--- src/rtl/eeprom_sweep_ctrl_if.sv ---
`default_nettype none
// ============================================================================
// eeprom_sweep_ctrl_if : start/done handshake and data bus to the I2C EEPROM engine
// Revision : 1.0
// ============================================================================
interface eeprom_sweep_ctrl_if;
  logic [1:0] start_sig;
  logic [7:0] addr_sig;
  logic [7:0] wrdata;
  logic [7:0] rddata;
  logic       done_sig;

  modport master (
    output start_sig,
    output addr_sig,
    output wrdata,
    input  rddata,
    input  done_sig
  );

  modport slave (
    input  start_sig,
    input  addr_sig,
    input  wrdata,
    output rddata,
    output done_sig
  );
endinterface
`default_nettype wire

--- src/rtl/eeprom_sweep_ctrl.sv ---
`default_nettype none
// ============================================================================
// eeprom_sweep_ctrl : write/read-back sweep over an EEPROM address window, with results shown on a tube display
// Revision : 1.0
// ============================================================================
module eeprom_sweep_ctrl #(
  parameter int unsigned DWELL_CYC = 50_000_000,
  parameter logic [7:0]  ADDR_BASE = 8'h00,
  parameter int unsigned NUM_ADDR  = 4,
  parameter logic [7:0]  DATA_SEED = 8'hA7,
  parameter logic [7:0]  DATA_STEP = 8'h11
) (
  input  logic                sysclk,
  input  logic                rst_n,
  input  logic                mode,
  eeprom_sweep_ctrl_if.master bus,
  output logic [23:0]         number_sig,
  output logic [7:0]          err_cnt,
  output logic [7:0]          pass_cnt,
  output logic                mismatch
);

  localparam int unsigned    DCW        = $clog2(DWELL_CYC + 1);
  localparam logic [DCW-1:0] DWELL_LAST = DCW'(DWELL_CYC - 1);
  localparam logic [7:0]     IDX_LAST   = 8'(NUM_ADDR - 1);

  typedef enum logic [2:0] {
    ST_LOAD = 3'd0,
    ST_WR   = 3'd1,
    ST_GAP  = 3'd2,
    ST_RD   = 3'd3,
    ST_SHOW = 3'd4,
    ST_NEXT = 3'd5
  } state_t;

  state_t         state, state_nxt;
  logic [7:0]     idx, idx_nxt;
  logic           mode_q, mode_q_nxt;
  logic [DCW-1:0] dwell, dwell_nxt;
  logic [1:0]     start_q, start_nxt;
  logic [7:0]     addr_q, addr_nxt;
  logic [7:0]     wrdata_q, wrdata_nxt;
  logic [23:0]    number_nxt;
  logic [7:0]     err_nxt;
  logic [7:0]     pass_nxt;
  logic           mismatch_nxt;
  logic [7:0]     pat_base;
  logic [7:0]     exp_pat;

  assign bus.start_sig = start_q;
  assign bus.addr_sig  = addr_q;
  assign bus.wrdata    = wrdata_q;

  // Odd passes use the inverted pattern so every cell sees both polarities.
  assign pat_base = DATA_SEED + idx * DATA_STEP;
  assign exp_pat  = pat_base ^ {8{pass_cnt[0]}};

  always_ff @(posedge sysclk or negedge rst_n) begin
    if (!rst_n) begin
      state      <= ST_LOAD;
      idx        <= 8'h00;
      mode_q     <= 1'b0;
      dwell      <= '0;
      start_q    <= 2'b00;
      addr_q     <= ADDR_BASE;
      wrdata_q   <= 8'h00;
      number_sig <= 24'h000000;
      err_cnt    <= 8'h00;
      pass_cnt   <= 8'h00;
      mismatch   <= 1'b0;
    end else begin
      state      <= state_nxt;
      idx        <= idx_nxt;
      mode_q     <= mode_q_nxt;
      dwell      <= dwell_nxt;
      start_q    <= start_nxt;
      addr_q     <= addr_nxt;
      wrdata_q   <= wrdata_nxt;
      number_sig <= number_nxt;
      err_cnt    <= err_nxt;
      pass_cnt   <= pass_nxt;
      mismatch   <= mismatch_nxt;
    end
  end

  always_comb begin
    state_nxt    = state;
    idx_nxt      = idx;
    mode_q_nxt   = mode_q;
    dwell_nxt    = dwell;
    start_nxt    = start_q;
    addr_nxt     = addr_q;
    wrdata_nxt   = wrdata_q;
    number_nxt   = number_sig;
    err_nxt      = err_cnt;
    pass_nxt     = pass_cnt;
    mismatch_nxt = 1'b0;

    case (state)
      ST_LOAD: begin
        mode_q_nxt = mode;
        addr_nxt   = ADDR_BASE + idx;
        wrdata_nxt = exp_pat;
        if (mode) begin
          start_nxt = 2'b10;
          state_nxt = ST_RD;
        end else begin
          start_nxt = 2'b01;
          state_nxt = ST_WR;
        end
      end
      ST_WR: begin
        if (bus.done_sig) begin
          start_nxt = 2'b00;
          state_nxt = ST_GAP;
        end
      end
      ST_GAP: begin
        start_nxt = 2'b10;
        state_nxt = ST_RD;
      end
      ST_RD: begin
        // The low display byte doubles as the captured read-back value.
        if (bus.done_sig) begin
          start_nxt  = 2'b00;
          number_nxt = {addr_q, (mode_q ? 8'h00 : wrdata_q), bus.rddata};
          if (!mode_q && (bus.rddata != wrdata_q)) begin
            mismatch_nxt = 1'b1;
            if (err_cnt != 8'hFF) begin
              err_nxt = err_cnt + 8'd1;
            end
          end
          dwell_nxt = '0;
          state_nxt = ST_SHOW;
        end
      end
      ST_SHOW: begin
        if (dwell == DWELL_LAST) begin
          dwell_nxt = '0;
          state_nxt = ST_NEXT;
        end else begin
          dwell_nxt = dwell + 1'b1;
        end
      end
      ST_NEXT: begin
        if (idx == IDX_LAST) begin
          idx_nxt  = 8'h00;
          pass_nxt = pass_cnt + 8'd1;
        end else begin
          idx_nxt = idx + 8'd1;
        end
        state_nxt = ST_LOAD;
      end
      default: begin
        state_nxt = ST_LOAD;
      end
    endcase
  end

endmodule
`default_nettype wire
--- src/flat_wrapper.sv ---
// flat-port wrapper written by rule: the top's interface ports become plain ports
module eeprom_sweep_ctrl_flat 
#(
  parameter int unsigned DWELL_CYC = 50_000_000,
  parameter logic [7:0]  ADDR_BASE = 8'h00,
  parameter int unsigned NUM_ADDR  = 4,
  parameter logic [7:0]  DATA_SEED = 8'hA7,
  parameter logic [7:0]  DATA_STEP = 8'h11
)
  (sysclk, rst_n, mode, number_sig, err_cnt, pass_cnt, mismatch, bus_start_sig, bus_addr_sig, bus_wrdata, bus_rddata, bus_done_sig);
  eeprom_sweep_ctrl_if bus_i ();
  input  logic sysclk;
  input  logic rst_n;
  input  logic mode;
  output logic [23:0] number_sig;
  output logic [7:0] err_cnt;
  output logic [7:0] pass_cnt;
  output logic mismatch;
  output wire logic [$bits(bus_i.start_sig)-1:0] bus_start_sig;
  output wire logic [$bits(bus_i.addr_sig)-1:0] bus_addr_sig;
  output wire logic [$bits(bus_i.wrdata)-1:0] bus_wrdata;
  input wire logic [$bits(bus_i.rddata)-1:0] bus_rddata;
  input wire logic [$bits(bus_i.done_sig)-1:0] bus_done_sig;
  assign bus_start_sig = bus_i.start_sig;
  assign bus_addr_sig = bus_i.addr_sig;
  assign bus_wrdata = bus_i.wrdata;
  assign bus_i.rddata = bus_rddata;
  assign bus_i.done_sig = bus_done_sig;
  eeprom_sweep_ctrl #(.DWELL_CYC(DWELL_CYC), .ADDR_BASE(ADDR_BASE), .NUM_ADDR(NUM_ADDR), .DATA_SEED(DATA_SEED), .DATA_STEP(DATA_STEP)) u_core (.sysclk(sysclk), .rst_n(rst_n), .mode(mode), .bus(bus_i), .number_sig(number_sig), .err_cnt(err_cnt), .pass_cnt(pass_cnt), .mismatch(mismatch));
endmodule
--- config.mk ---
export PLATFORM = sky130hd
export DESIGN_NAME = eeprom_sweep_ctrl_flat
export DESIGN_NICKNAME = d
export VERILOG_FILES = /design/src/rtl/eeprom_sweep_ctrl_if.sv /design/src/rtl/eeprom_sweep_ctrl.sv /design/src/flat_wrapper.sv
export SDC_FILE = /design/constraint.sdc
export NUM_CORES = 1
export LEC_CHECK = 0
export BUFFER_PORTS_ARGS = -buffer_cell sky130_fd_sc_hd__buf_4
export CAP_MARGIN = 10
export CORE_ASPECT_RATIO = 1.25
export CORE_UTILIZATION = 55
export DETAILED_ROUTE_END_ITERATION = 8
export PLACE_DENSITY = 0.86
export RECOVER_POWER = 100
export SYNTH_ARGS = -nofsm -noshare
export SYNTH_HDL_FRONTEND = slang
export SYNTH_SLANG_ARGS = --single-unit
export TNS_END_PERCENT = 30
--- constraint.sdc ---
create_clock -name sysclk -period 3.05 [get_ports sysclk]
set_input_delay 0.305 -clock sysclk [delete_from_list [all_inputs] [get_ports sysclk]]
set_output_delay 0.305 -clock sysclk [all_outputs]
set_load 0.01 [all_outputs]
[Yosys cells after proc, flatten, opt, wreduce, memory -nomap -nowiden]
Index checks and enable logic that the tools add are counted.
Widths: inputs -> output; s select.
Storage, ports and cells
  memories kept: 0
  input port bits: 12
  output and inout bits: 59
  flip-flop bits (word level): 97
  logic and storage cells: 59
  bits in latches: 0
  ROM bits: 0
  RAM bits: 0
Operators by class
  reductions and logical operators: 12
  order comparisons: 0
  add/sub/neg operators: 5
  equality and inequality tests: 13
  shift-type cells: 0
  divide/modulo/power cells: 0
  mux-type cells: 16
  multiply operators: 1
  bitwise gates (word level): 1
Operators with widths (number)
  $mux 26: 2
  $pmux 26 s2: 1
  $add 26x1->26 const B: 1
  $eq 26x26->1 const B: 1
  $add 8x1->8 const B: 3
  $mux 8: 2
  $pmux 3 s5: 1
  $mux 3: 3
  $add 8x8->8 const A: 1
  $eq 8x2->1 const B: 1
  $mul 8x5->8 const B: 1
  $ne 8x8->1: 1
  $ne 8x8->1 const B: 1
  $reduce_and 2->1: 4
  $xor 8x8->8: 1
  $eq 3x2->1 const B: 2
  $eq 3x3->1 const B: 2
  $mux 2: 3
  $pmux 2 s3: 1
  $ne 2x1->1 const B: 2
  $ne 2x2->1 const B: 2
  $reduce_and 4->1: 1
  $eq 3x1->1 const B: 1
  $logic_not 3->1: 1
  other kinds (7): 9

[Longest topological paths before layout]
Gate-level depths: netlist of the first run.
  depth in word-level cells: 5
  mapped depth: 9
  mapped depth without buffers: 9

[Worst setup path before layout of the first run]
Ideal clock, no wire load.
  kind: reg-to-reg
  start point: register u_core.idx[1]
  end point: register u_core.wrdata_q[6], in the netlist u_core.bus.wrdata[6]
  data arrival time: 2015 ps
  path buffers: 0
  period minus slack after synthesis: 2147 ps
  setup time: 133 ps
  required time: 2917 ps
  slack: 903 ps
  stages on the path, launching flop included: 9
  cell sequence: dfrtp_1 inv_1 fa_1 inv_1 ha_1 ha_1 xor2_1 xnor2_1 o21ai_0
Between the ends
  word-level cells in the longest chain between the ends: 3
RTL lines
  start: declaration: RTL line eeprom_sweep_ctrl.sv:37  | logic [7:0] idx, idx_nxt;
  start signal: assignment: RTL line eeprom_sweep_ctrl.sv:73  | idx <= idx_nxt;
  $mul 8x5->8: RTL line eeprom_sweep_ctrl.sv:55  | assign pat_base = DATA_SEED + idx * DATA_STEP;
  $add 8x8->8: RTL line eeprom_sweep_ctrl.sv:55
  $xor 8x8->8: RTL line eeprom_sweep_ctrl.sv:56  | assign exp_pat = pat_base ^ {8{pass_cnt[0]}};
  end signal: assignment: RTL line eeprom_sweep_ctrl.sv:78  | wrdata_q <= wrdata_nxt;
  end: declaration: RTL line eeprom_sweep_ctrl.sv:42  | logic [7:0] wrdata_q, wrdata_nxt;
No other way between the ends.
A chain may end at the register's enable or synchronous reset.

[Worst setup path in the final report of the first run]
  start point: register u_core.dwell[18]
  end point: register u_core.dwell[20]
Between the ends
  word-level cells in the longest chain between the ends: 3
  elaborated cells between the ends (all ways): 4
  those cells by class: add/sub (1); eq/ne (1); mux (2)
RTL lines
  start: declaration: RTL line eeprom_sweep_ctrl.sv:39  | logic [DCW-1:0] dwell, dwell_nxt;
  start signal: assignment: RTL line eeprom_sweep_ctrl.sv:75  | dwell <= dwell_nxt;
  $add 26x1->26 or $eq 26x26->1 (tied branches): RTL line eeprom_sweep_ctrl.sv:142, eeprom_sweep_ctrl.sv:138
  $mux 26 (*): RTL line eeprom_sweep_ctrl.sv:138  | if (dwell == DWELL_LAST) begin
  $pmux 26 s2 (*): RTL line eeprom_sweep_ctrl.sv:99  | case (state)
Mark *: on every way between the ends. The rest lies on a longest branch, timed or not.

==> summary.txt, run 1 <==
Synth
  • Area of the mapped netlist: just under 5000 sq um
  • Syn Inst Count: just over 500
  • Compound-Gate Fraction of Synth Area: between 8 and 9%
  • Yosys Warn Count: 0
  • Largest family of logic cells by synthesized area: simple AND/OR/NAND/NOR gates
  • Synthesized flop and latch total: 97
  • Post-Synthesis Mean Instance Area: 9.67 sq um
  • Synth cell types: 61
  • Synthesized Nets: between 500 and 600
  • Post-synth EDFFs: 0
  • Yosys top cell by area: dfrtp_1
  • Synth area leaders: dfrtp_1 (50%), nand2_1 (9.5%), xnor2_1 (5.2%)
  • Synth Area in XOR/XNOR: between 7 and 8%
  • Multiplexer area fraction after synthesis: roughly 1.1%
  • Top FF cell, synth: dfrtp_1
  • Sequential share of the synthesized area: 49.6%
  • Asr flop ratio synth: 100%
  • Synth Area in Simple Gates: between 20% and 30%
  • Synth top area share: approximately 50%
  • Adder-cell area share of the yosys netlist: under 10%

Timing
  • Final setup viols: 0
  • Final Slew Violations: 64
  • Fin crit share: ~85%
  • Final worst path period need: about 2.6 ns
  • Max-slew headroom: -3.32%
  • Worst Max-Slew Pin Slew: 1.55 ns
  • Fmax achieved: between 300 and 400 MHz
  • Final hold vios: 0
  • RSZ-0062 raised after global routing: false
  • Max Clock Skew: 0.00726 ns
  • Setup_tns: 0 ns

Drt
  • Wire length per cell: approximately 15 microns
  • Vias/cell: between 5 and 6
  • DR DRC count: 0
  • Routed Antenna Nets: 0
  • Via count: just under 4,000
  • First-pass DRT Iterations: 4
  • 1st-iter DRT viols: between 300 and 400
  • Final WL: around 11,000 microns

Floorplan
  • Initial core utilization: around 57%
  • FP Rows: 38
  • Die area: about 9000 sq um
  • I/O pin total: 71
  • Die height: between 100 and 150 microns
  • Core area: between 8000 and 9000 sq um
  • Die extent in x: approximately 86 microns

Pwr
  • Lkg Pwr: roughly 2.6 nW
  • Max VDD drop: between 0.4 and 0.5 mV
  • P per Cell Area: between 700 and 800 nW/um^2

Place
  • Hpwl dp: ~7700 microns
  • GP Congestion: between 0.8 and 0.9
  • Port bufs: 70
  • Placed Area: between 5000 and 6000 sq um

Final layout
  • Diode count: 0
  • Syn-to-layout area delta: 11.5%
  • Layout cells sized above 1: roughly 6.6%
  • Layout net count: 606
  • Post-route cell area: ~5500 sq um

Global route
  • Vias in the first global route: 3,777
  • Largest net degree at the start of global routing: 64
  • GRT Residual Overflow: 0
  • GRT Total Usage: roughly 25%
  • First-pass GRT wire length: 17,900 microns
  • Initial antenna violation count: 0

Clock network
  • CTS tree: yes
  • Clock transition at path regs: about 0.090 ns
  • Worst-Skew Late Latency: 0.37 ns
  • TritonCTS Sinks: 97
  • Post-CTS setup buffers: 0
  • CTS Buffer Depth: 2
  • Root buffer cell: clkbuf_8
  • CTS buffer count: 9
  • Number of H-tree levels: 3
  • Hold buffer count at CTS: 0
  • # resized after CTS: 0

Worst setup path
  • CP max-delay cell: or4_2
  • Crit end category: register
  • CP Max Fanout: 22
  • Crit Reg-Reg Startpoint: u_core.dwell[18]
  • Crit path cell chain: or4_2, nor4_1, a21oi_2, a21o_1, a22o_1
  • CP peak stage delay: about 0.67 ns
  • Setup CP Type: register to register
  • CP Launch Type: register
  • R2R cell count: 5
  • Req. time, crit path: between 3 and 4 ns
  • Flop-to-flop setup slack: approximately 0.44 ns
  • Worst setup startpoint: u_core.dwell[18]
  • Arr. time, crit path: ~2.9 ns

Hold path
  • Hold Path Origin: bus_rddata[0]
  • Worst hold path class: input port to register
  • Hold Path Depth: 3

Outcome
  • Status: finished with violations
  • Failing checks: capacitance limit, slew limit

Flow run
  • Maximum Capacitance Violations: 1
-- cell usage after synthesis, types with 3 or more instances --
cell      instances
and2_1            3
nor4_1            5
a31oi_1           5
nand2_1         124
a41oi_1           3
nand3_1          18
nor3b_1           4
inv_1            14
and3_1           10
mux2_2            4
xnor2_1          29
ha_1             17
and4_1            5
or3_1             3
nor2_1           21
clkbuf_1         11
buf_2             3
xor2_1           14
nor3_1            8
dfrtp_1          97
nand4_1          10
a21oi_1          21
o21ai_0          19
o21ai_1           6
nand3b_1         10
-- layout make-up --
cell class              count  area [sq um]
inverters                  14          52.6
clock buffers              11           131
clock inverters             5          63.8
repair buffers             75           328
flip-flops and latches     97          2430
fillers                   777          3200
multi-input cells         378          2300
well taps                 120           150
-- per-layer routing --
metal | GRT usage (%) | part of all wire [%]
met5 | 0 | 0
met2 | 41.0 | 49
met3 | 3.60 | 4.0
met1 | 32.1 | 44
met4 | 12.1 | 2.4
-- power by group --
part / switching [mW] / total, mW / internal, mW
registers: 0.395 / 2.00 / 1.60
logic: 0.802 / 1.34 / 0.535
clock network: 0.458 / 0.846 / 0.387
-- cells in the final DEF, fill, tap and decap left out, drive strengths merged, types with 2 or more instances in the layout --
cell type,count
fa,2
nand3b,10
and4b,2
nand2,125
nor3,8
clkbuf,74
xnor2,29
nor3b,5
a21o,2
a21oi,22
nand3,18
mux2,4
nor2,22
or4,3
o31a,2
nor4,7
xor2,14
buf,12
and2,3
dfrtp,97
ha,17
inv,16
a41oi,3
o21ai,25
or3b,2
and3,10
a31oi,5
or3,3
nand4,11
and4,6
-- sequential cells by signal, summed over array words and instances, names as in the netlist --
signal and cells:
u_core.dwell 26, u_core.number_sig 24, u_core.bus.addr_sig 8, u_core.bus.wrdata 8, u_core.err_cnt 8, u_core.idx 8, u_core.pass_cnt 8, u_core.state 3
u_core.bus.start_sig 2, u_core.mismatch 1, u_core.mode_q 1
-- critical path, delay by kind of cell, from the launching register on --
family	cells	cell delay, ns
AO/OA/AOI/OAI	3	0.82
flip-flops	1	0.43
AND/OR/NAND/NOR	2	1.25
-- worst paths after layout --
kind	end
worst min-delay path	u_core.number_sig[0]
max in group asynchronous	u_core.err_cnt[5]
worst max-delay path	u_core.dwell[20]
worst max register to register	u_core.dwell[20]
min in group asynchronous	u_core.pass_cnt[7]
worst min register to register	u_core.number_sig[9]
-- logic make-up after synthesis --
family / after synthesis
adders and majority gates: 19
DFF: 97
muxes: 5
AOI/OAI and AO/OA: 71
buffers and inverters: 31
and+or+nand+nor: 240
xor gates and xnor gates: 43
-- metrics by stage --
step	std cells	total power [mW]	worst slack, ns	utilization, %	hold slack [ns]
global route	700	4.46	0.318	63.0	0.147
finish	700	4.18	0.444	63.0	0.136
floorplan	506	2.88	0.903	-	0.00941
CTS	700	4.38	0.714	66.0	0.0359
global placement	684	3.44	0.818	63.8	0.433
detailed placement	684	3.54	0.718	63.8	0.438
(Power assumes the default switching activity.)
==> run 2, diff against run 1 <==
--- a/config.mk
+++ b/config.mk
@@ -5,12 +5,12 @@
 export SDC_FILE = /design/constraint.sdc
 export NUM_CORES = 1
 export LEC_CHECK = 0
-export BUFFER_PORTS_ARGS = -buffer_cell sky130_fd_sc_hd__buf_4
 export CAP_MARGIN = 10
 export CORE_ASPECT_RATIO = 1.25
 export CORE_UTILIZATION = 55
 export DETAILED_ROUTE_END_ITERATION = 8
-export PLACE_DENSITY = 0.86
+export DONT_BUFFER_PORTS = 1
+export PLACE_DENSITY = 0.79
 export RECOVER_POWER = 100
 export SYNTH_ARGS = -nofsm -noshare
 export SYNTH_HDL_FRONTEND = slang
==> run 2 against run 1 <==
Net effect:
- the flow now finishes without violations
- critical path depth fell by 1
- via count fell by 5.4%
- highest routed layer unchanged
- die area did not move
- flip-flop and latch count did not move
- final cell count fell by 10%
- combinational power fell by 22%
==> summary.txt, run 2 (synthesis gave the netlist of run 1 again) <==
Outcome
  • Status: finished, final reports clean (was finished with violations)

Timing
  • Final worst path period need: 2.43 ns (was 2.61 ns)
  • Max-slew headroom: 1.42% (was -3.32%)
  • Worst setup margin: 0.619 ns (was 0.444 ns)
  • Final Slew Violations: 0 (was 64)
  • Max Clock Skew: 0.0115 ns (was 0.00726 ns)
  • Fmax achieved: 411 MHz (was 384 MHz)
  • Worst Max-Slew Pin Slew: 1.48 ns (was 1.55 ns)
  • RSZ-0062 raised after global routing: false (unchanged)
  • Setup_tns: 0 ns (unchanged)
  • Fin crit share: 79.7% (was 85.4%)
  • Final setup viols: 0 (unchanged)
  • Final hold vios: 0 (unchanged)

Drt
  • Routed Antenna Nets: 0 (unchanged)
  • Via count: 3,644 (was 3,851)
  • Wire length per cell: 16.4 microns (was 15.3 microns)
  • 1st-iter DRT viols: 270 (was 369)
  • Vias/cell: 5.80 (was 5.50)
  • First-pass DRT Iterations: 4 (unchanged)
  • DR DRC count: 0 (unchanged)
  • Final WL: 10,300 microns (was 10,700 microns)

Pwr
  • P per Cell Area: 772 nW/um^2 (was 767 nW/um^2)
  • Max VDD drop: 0.454 mV (was 0.440 mV)
  • Lkg Pwr: 2.44 nW (was 2.56 nW)
  • Overall Power: 3.99 mW (was 4.18 mW)

Worst setup path
  • Arr. time, crit path: 2.69 ns (was 2.88 ns)
  • CP Launch Type: register (unchanged)
  • CP Max Fanout: 12 (was 22)
  • CP max-delay cell: nor3b_1 (was or4_2)
  • R2R cell count: 4 (was 5)
  • Setup CP Type: register to register (unchanged)
  • Req. time, crit path: 3.31 ns (was 3.32 ns)
  • CP peak stage delay: 0.83 ns (was 0.67 ns)
  • Crit path cell chain: nor3b_1, nand4_1, or3_1, a21oi_1 (was or4_2, nor4_1, a21oi_2, a21o_1, a22o_1)
  • Crit end category: register (unchanged)

Clock network
  • CTS buffer count: 9 (unchanged)
  • Clock transition at path regs: 0.09 ns (about the same)
  • CTS Buffer Depth: 2 (unchanged)
  • Worst-Skew Late Latency: 0.36 ns (was 0.37 ns)
  • Root buffer cell: clkbuf_8 (unchanged)
  • Number of H-tree levels: 3 (unchanged)
  • CTS tree: yes (unchanged)
  • TritonCTS Sinks: 97 (unchanged)

Floorplan
  • Die height: 107 microns (unchanged)
  • FP Rows: 38 (unchanged)
  • Die area: 9280 sq um (unchanged)
  • Die extent in x: 86.3 microns (unchanged)
  • Core area: 8650 sq um (unchanged)
  • I/O pin total: 71 (unchanged)
  • Initial core utilization: 56.5% (unchanged)

Hold path
  • Worst hold path class: input port to register (unchanged)
  • Hold Path Depth: 2 (was 3)

Final layout
  • Top reg by flops: u_core.dwell (unchanged)
  • Diode count: 0 (unchanged)
  • Most frequent cells in the layout: nand2_1 (124), dfrtp_1 (97), xnor2_1 (29), nor2_1 (22), o21ai_0 (22) (was nand2_1 (124), dfrtp_1 (97), clkbuf_1 (64), xnor2_1 (29), o21ai_0 (23))
  • Post-route cell area: 5160 sq um (was 5450 sq um)
  • Largest register FFs: 26 (unchanged)
  • Layout cells sized above 1: 4.72% (was 6.55%)
  • FILL cells: 753 (was 777)
  • Syn-to-layout area delta: 5.60% (was 11.5%)
  • Layout net count: 535 (was 606)
  • Biggest regs: u_core.dwell x26, u_core.number_sig x24 (unchanged)
  • Commonest non-fill, non-tap cell in the layout: nand2_1 (unchanged)

Global route
  • Largest net degree at the start of global routing: 98 (was 64)
  • GRT Residual Overflow: 0 (unchanged)
  • First-pass GRT wire length: 17,100 microns (was 17,900 microns)
  • Vias in the first global route: 3,571 (was 3,777)
  • GRT Total Usage: 23.8% (was 24.9%)
  • Initial antenna violation count: 0 (unchanged)

Place
  • Hpwl dp: 7250 microns (was 7670 microns)
  • Placed Area: 4970 sq um (was 5520 sq um)
  • GP Congestion: 0.870 (was 0.898)
  • DP Worst Slack: 0.761 ns (was 0.718 ns)
  • Port bufs: 0 (was 70)

Flow run
  • Maximum Capacitance Violations: 0 (was 1)
==> run 2: critical path, delay by kind of cell (launching register included) <==
family,cells,cell delay [ns]
AND/OR/NAND/NOR,3,1.65
flip-flops,1,0.55
AO/OA/AOI/OAI,1,0.14
==> run 2: timing repair <==
item,4_1_cts,5_1_grt
endpoints found under the hold margin,97,0
buffers inserted,0,0
gates resized for setup,0,0
hold buffers,2,0
==> run 2: worst paths after layout <==
kind / endpoint / start / slack (ns)
max: u_core.dwell[9] / u_core.state[2] / 0.62
min: u_core.number_sig[6] / bus_rddata[6] / 0.05
max reg2reg: u_core.dwell[9] / u_core.state[2] / 0.62
min reg2reg: u_core.dwell[25] / u_core.dwell[25] / 0.50
max in group asynchronous: u_core.idx[2] / rst_n / 2.14
min in group asynchronous: u_core.dwell[22] / rst_n / 0.49
==> run 2: layer usage <==
metal  vias up  global-route usage (%)  share of wire [%]
met5         -                       0                  0
met4         0                    8.45                1.6
met3        15                    6.21                5.4
met2        93                    39.2                 50
met1      1793                    30.2                 43
li1       1743                       -                  -
==> run 2: cell type report <==
cell class                      instances  area, sq um  area share (%)
Clock buffer                           13          149            2.88
Clock inverter                          2         38.8           0.751
Inverter                               14         52.6            1.02
Multi-Input combinational cell        378         2300            44.5
Sequential cell                        97         2430            47.0
Tap cell                              120          150            2.91
Timing Repair Buffer                    4         48.8           0.945
==> run 2: metrics by stage <==
step,util [%],hold WS (ns),instances
finish,59.7,0.0453,628
global route,59.7,0.0333,628
CTS,60.0,0.0319,628
detailed placement,57.4,0.0128,611
global placement,57.4,0.0124,611
floorplan,-,0.00941,506
==> run 2: power breakdown <==
part	internal [mW]	leakage, nW	switching (mW)
clock network	0.401	0.0937	0.423
logic	0.447	1.07	0.596
registers	1.60	1.28	0.522
==> run 3, diff against run 2 <==
--- a/config.mk
+++ b/config.mk
@@ -5,6 +5,7 @@
 export SDC_FILE = /design/constraint.sdc
 export NUM_CORES = 1
 export LEC_CHECK = 0
+export ABC_AREA = 1
 export CAP_MARGIN = 10
 export CORE_ASPECT_RATIO = 1.25
 export CORE_UTILIZATION = 55
==> constraint.sdc (replaced) <==
create_clock -name sysclk -period 2.41 [get_ports sysclk]
set_input_delay 0.241 -clock sysclk [delete_from_list [all_inputs] [get_ports sysclk]]
set_output_delay 0.241 -clock sysclk [all_outputs]
set_load 0.01 [all_outputs]
==> run 3 against run 2 <==
Net effect:
- core utilization is 0.52 points higher
- sequential power is 36% higher
- sequential share of layout area fell by 5.0 points
- register-to-register slack lost 0.48 ns
- combinational power increased by 92%
- clock power grew 92%
- critical endpoint is now u_core.bus.wrdata[7]
- total power rose by 62%
- non-clock buffer count is 2 higher
- setup slack worse by 0.48 ns
- final cell count grew 30%
- the flow now finishes with violations (hold timing)
- largest cell class is now multi-input gates
==> summary.txt, run 3 <==
Clock network
  • CTS Buffer Depth: 2 (unchanged)
  • Hold buffer count at CTS: 1 (was 2)
  • CTS buffer count: 9 (unchanged)
  • CTS tree: yes (unchanged)
  • Root buffer cell: clkbuf_16 (was clkbuf_8)
  • Clock transition at path regs: 0.07 ns (was 0.09 ns)
  • Number of H-tree levels: 3 (unchanged)
  • # resized after CTS: 0 (unchanged)
  • Post-CTS setup buffers: 0 (unchanged)
  • Worst-Skew Late Latency: 0.35 ns (was 0.36 ns)
  • TritonCTS Sinks: 97 (unchanged)

Final layout
  • Post-Layout Cell Count: 818 (was 628)
  • Post-route cell area: 5790 sq um (was 5160 sq um)
  • Largest register FFs: 26 (unchanged)
  • Util after Layout: 60.2% (was 59.7%)
  • Commonest non-fill, non-tap cell in the layout: nand2_1 (unchanged)
  • Biggest regs: u_core.dwell x26, u_core.number_sig x24 (unchanged)
  • Top reg by flops: u_core.dwell (unchanged)
  • Syn-to-layout area delta: 6.64% (was 5.60%)
  • FILL cells: 825 (was 753)
  • Layout net count: 718 (was 535)
  • Layout cells sized above 1: 4.62% (was 4.72%)
  • Diode count: 0 (unchanged)
  • Most frequent cells in the layout: nand2_1 (210), dfrtp_1 (97), inv_1 (80), nor2_1 (62), o21ai_0 (60) (was nand2_1 (124), dfrtp_1 (97), xnor2_1 (29), nor2_1 (22), o21ai_0 (22))

Timing
  • Fmax achieved: 440 MHz (was 411 MHz)
  • Worst Max-Slew Pin Slew: 0.965 ns (was 1.48 ns)
  • Max Clock Skew: 0.00991 ns (was 0.0115 ns)
  • Max-slew headroom: 35.7% (was 1.42%)
  • RSZ-0062 raised after global routing: false (unchanged)
  • Final setup viols: 0 (unchanged)
  • Final worst path period need: 2.27 ns (was 2.43 ns)
  • WHS: -0.416 ns (was 0.0453 ns)
  • Final Slew Violations: 0 (unchanged)
  • Final hold vios: 97 (was 0)
  • Setup_tns: 0 ns (unchanged)
  • Fin crit share: 94.3% (was 79.7%)

Drt
  • Final WL: 11,900 microns (was 10,300 microns)
  • Routed Antenna Nets: 0 (unchanged)
  • First-pass DRT Iterations: 5 (was 4)
  • Vias/cell: 5.45 (was 5.80)
  • Via count: 4,460 (was 3,644)
  • DR WL met2: 6240 microns (was 5150 microns)
  • DR WL met3: 531 microns (was 558 microns)
  • DR DRC count: 0 (unchanged)
  • 1st-iter DRT viols: 274 (was 270)
  • Max Used Layer: met4 (unchanged)
  • Wire length per cell: 14.6 microns (was 16.4 microns)
  • Met1 wire length: 4960 microns (was 4410 microns)

Pwr
  • Flop pwr share: 44.7% (was 53.2%)
  • Clk pwr share: 24.4% (was 20.6%)
  • Switching part of the total: 40.0% (was 38.6%)
  • Internal power: 3.88 mW (was 2.45 mW)
  • Switching power: 2.59 mW (was 1.54 mW)
  • Comb pwr share: 30.9% (was 26.1%)
  • Max VDD drop: 0.469 mV (was 0.454 mV)
  • P per Cell Area: 1120 nW/um^2 (was 772 nW/um^2)
  • Lkg Pwr: 2.73 nW (was 2.44 nW)

Synth
  • Synth Area in XOR/XNOR: 5.97% (was 7.70%)
  • Synthesized Nets: 713 (was 537)
  • Yosys top cell by area: dfrtp_1 (unchanged)
  • Syn Inst Count: 682 (was 506)
  • Synth area leaders: dfrtp_1 (45%), nand2_1 (14%), inv_1 (5.5%) (was dfrtp_1 (50%), nand2_1 (9.5%), xnor2_1 (5.2%))
  • Area of the mapped netlist: 5430 sq um (was 4890 sq um)
  • Synth cell types: 34 (was 61)
  • Multiplexer area fraction after synthesis: 0% (was 1.13%)
  • Asr flop ratio synth: 100% (unchanged)
  • Compound-Gate Fraction of Synth Area: 7.13% (was 8.72%)
  • Synthesized flop and latch total: 97 (unchanged)
  • Cell with the most instances after synthesis: nand2_1 (unchanged)
  • Post-Synthesis Mean Instance Area: 7.95 sq um (was 9.67 sq um)
  • Synth Area in Simple Gates: 30.2% (was 24.8%)
  • Most frequent cells after synthesis: nand2_1 (209), dfrtp_1 (97), inv_1 (79) (was nand2_1 (124), dfrtp_1 (97), xnor2_1 (29))
  • Largest family of logic cells by synthesized area: simple AND/OR/NAND/NOR gates (unchanged)
  • Yosys Warn Count: 0 (unchanged)
  • Post-synth EDFFs: 0 (unchanged)
  • Synth top area share: 44.7% (was 49.6%)
  • Sequential share of the synthesized area: 44.7% (was 49.6%)
  • Adder-cell area share of the yosys netlist: 4.66% (was 5.17%)
  • Top FF cell, synth: dfrtp_1 (unchanged)

Outcome
  • Status: finished with violations (was finished, final reports clean)
  • Failing checks: hold timing

Worst setup path
  • Flop-to-flop setup slack: 0.14 ns (was 0.62 ns)
  • Critical R2R Capture: u_core.bus.wrdata[7] (was u_core.dwell[9])
  • Arr. time, crit path: 2.51 ns (was 2.69 ns)
  • R2R cell count: 13 (was 4)
  • Req. time, crit path: 2.64 ns (was 3.31 ns)
  • CP Max Fanout: 5 (was 12)
  • Crit Reg-Reg Startpoint: u_core.idx[2] (was u_core.state[2])
  • CP Launch Type: register (unchanged)
  • Crit end category: register (unchanged)
  • Setup CP Type: register to register (unchanged)

Hold path
  • Worst hold path class: input port to async pin (was input port to register)

Floorplan
  • FP Rows: 40 (was 38)
  • I/O pin total: 71 (unchanged)
  • Die extent in x: 90.8 microns (was 86.3 microns)
  • Die area: 10,300 sq um (was 9280 sq um)
  • Die height: 113 microns (was 107 microns)
  • Initial core utilization: 56.5% (about the same)
  • Core area: 9610 sq um (was 8650 sq um)

Global route
  • First-pass GRT wire length: 20,400 microns (was 17,100 microns)
  • GRT Residual Overflow: 0 (unchanged)
  • Vias in the first global route: 4,404 (was 3,571)
  • GRT Total Usage: 24.7% (was 23.8%)
  • Largest net degree at the start of global routing: 98 (unchanged)
  • Initial antenna violation count: 0 (unchanged)

Flow run
  • Maximum Capacitance Violations: 0 (unchanged)

Place
  • Hpwl dp: 8560 microns (was 7250 microns)
  • Cells after DPL: 801 (was 611)
  • Port bufs: 0 (unchanged)
  • GP Congestion: 0.897 (was 0.870)
  • Placed Area: 5530 sq um (was 4970 sq um)
[run 3: power by group through the flow]
stage / Clock [mW] / Combinational [mW] / Sequential [mW]
6_report: 1.58 / 2.00 / 2.89
3_3_place_gp: 0 / 1.96 / 2.89
5_1_grt: 1.66 / 2.31 / 2.97
3_5_place_dp: 0 / 2.08 / 2.92
4_1_cts: 1.59 / 2.10 / 2.90
2_1_floorplan: 0 / 1.74 / 2.74
[run 3: layout make-up]
class | count | area, sq um | area share (%)
Clock buffer | 11 | 243 | 4.20
Clock inverter | 5 | 86.3 | 1.49
Inverter | 82 | 308 | 5.32
Multi-Input combinational cell | 491 | 2530 | 43.7
Sequential cell | 97 | 2430 | 42.0
Tap cell | 126 | 158 | 2.72
Timing Repair Buffer | 6 | 33.8 | 0.584
[run 3: worst max-delay path, stage by stage, from the launching register on]
cell and delay, ns:
dfrtp_1 0.41, inv_1 0.13, fa_1 0.52, inv_1 0.04
ha_1 0.29, ha_1 0.32, nand2_1 0.08, inv_1 0.04
nand2_1 0.05, nand2_1 0.06, inv_1 0.05, nand2_1 0.05
nand3_1 0.06, nand2_1 0.07
[run 3: per-stage QoR]
stage          worst slack (ns)  power (mW)  hold WS (ns)
3_3_place_gp              0.247        4.86       -0.0526
4_1_cts                   0.139        6.60        -0.426
6_report                  0.137        6.48        -0.416
3_5_place_dp              0.172        4.99       -0.0525
2_1_floorplan             0.260        4.48       -0.0546
5_1_grt                  0.0282        6.94        -0.426
[run 3: cells by family after synthesis]
| kind of cell | count (synthesis) |
|---|---|
| compound gates | 73 |
| xor+xnor | 37 |
| fa+ha+maj | 19 |
| buf+inv | 94 |
| flops | 97 |
| simple gates | 362 |
[run 3: layer usage]
layer | global-route usage [%] | up-vias
met3 | 4.03 | 20
met4 | 9.74 | 0
met5 | 0 | -
li1 | - | 2185
met1 | 29.4 | 2132
met2 | 44.5 | 123
[run 3: how the worst max path moves through the flow]
stage / from / end / slack, ns / cells past startpoint
2_1_floorplan: u_core.idx[1] / u_core.bus.wrdata[7] / 0.26 / 13
3_3_place_gp: u_core.idx[2] / u_core.bus.wrdata[7] / 0.25 / 13
3_5_place_dp: u_core.idx[2] / u_core.bus.wrdata[7] / 0.17 / 13
4_1_cts: u_core.idx[2] / u_core.bus.wrdata[7] / 0.14 / 13
5_1_grt: u_core.idx[2] / u_core.bus.wrdata[7] / 0.03 / 13
6_report: u_core.idx[2] / u_core.bus.wrdata[7] / 0.14 / 13
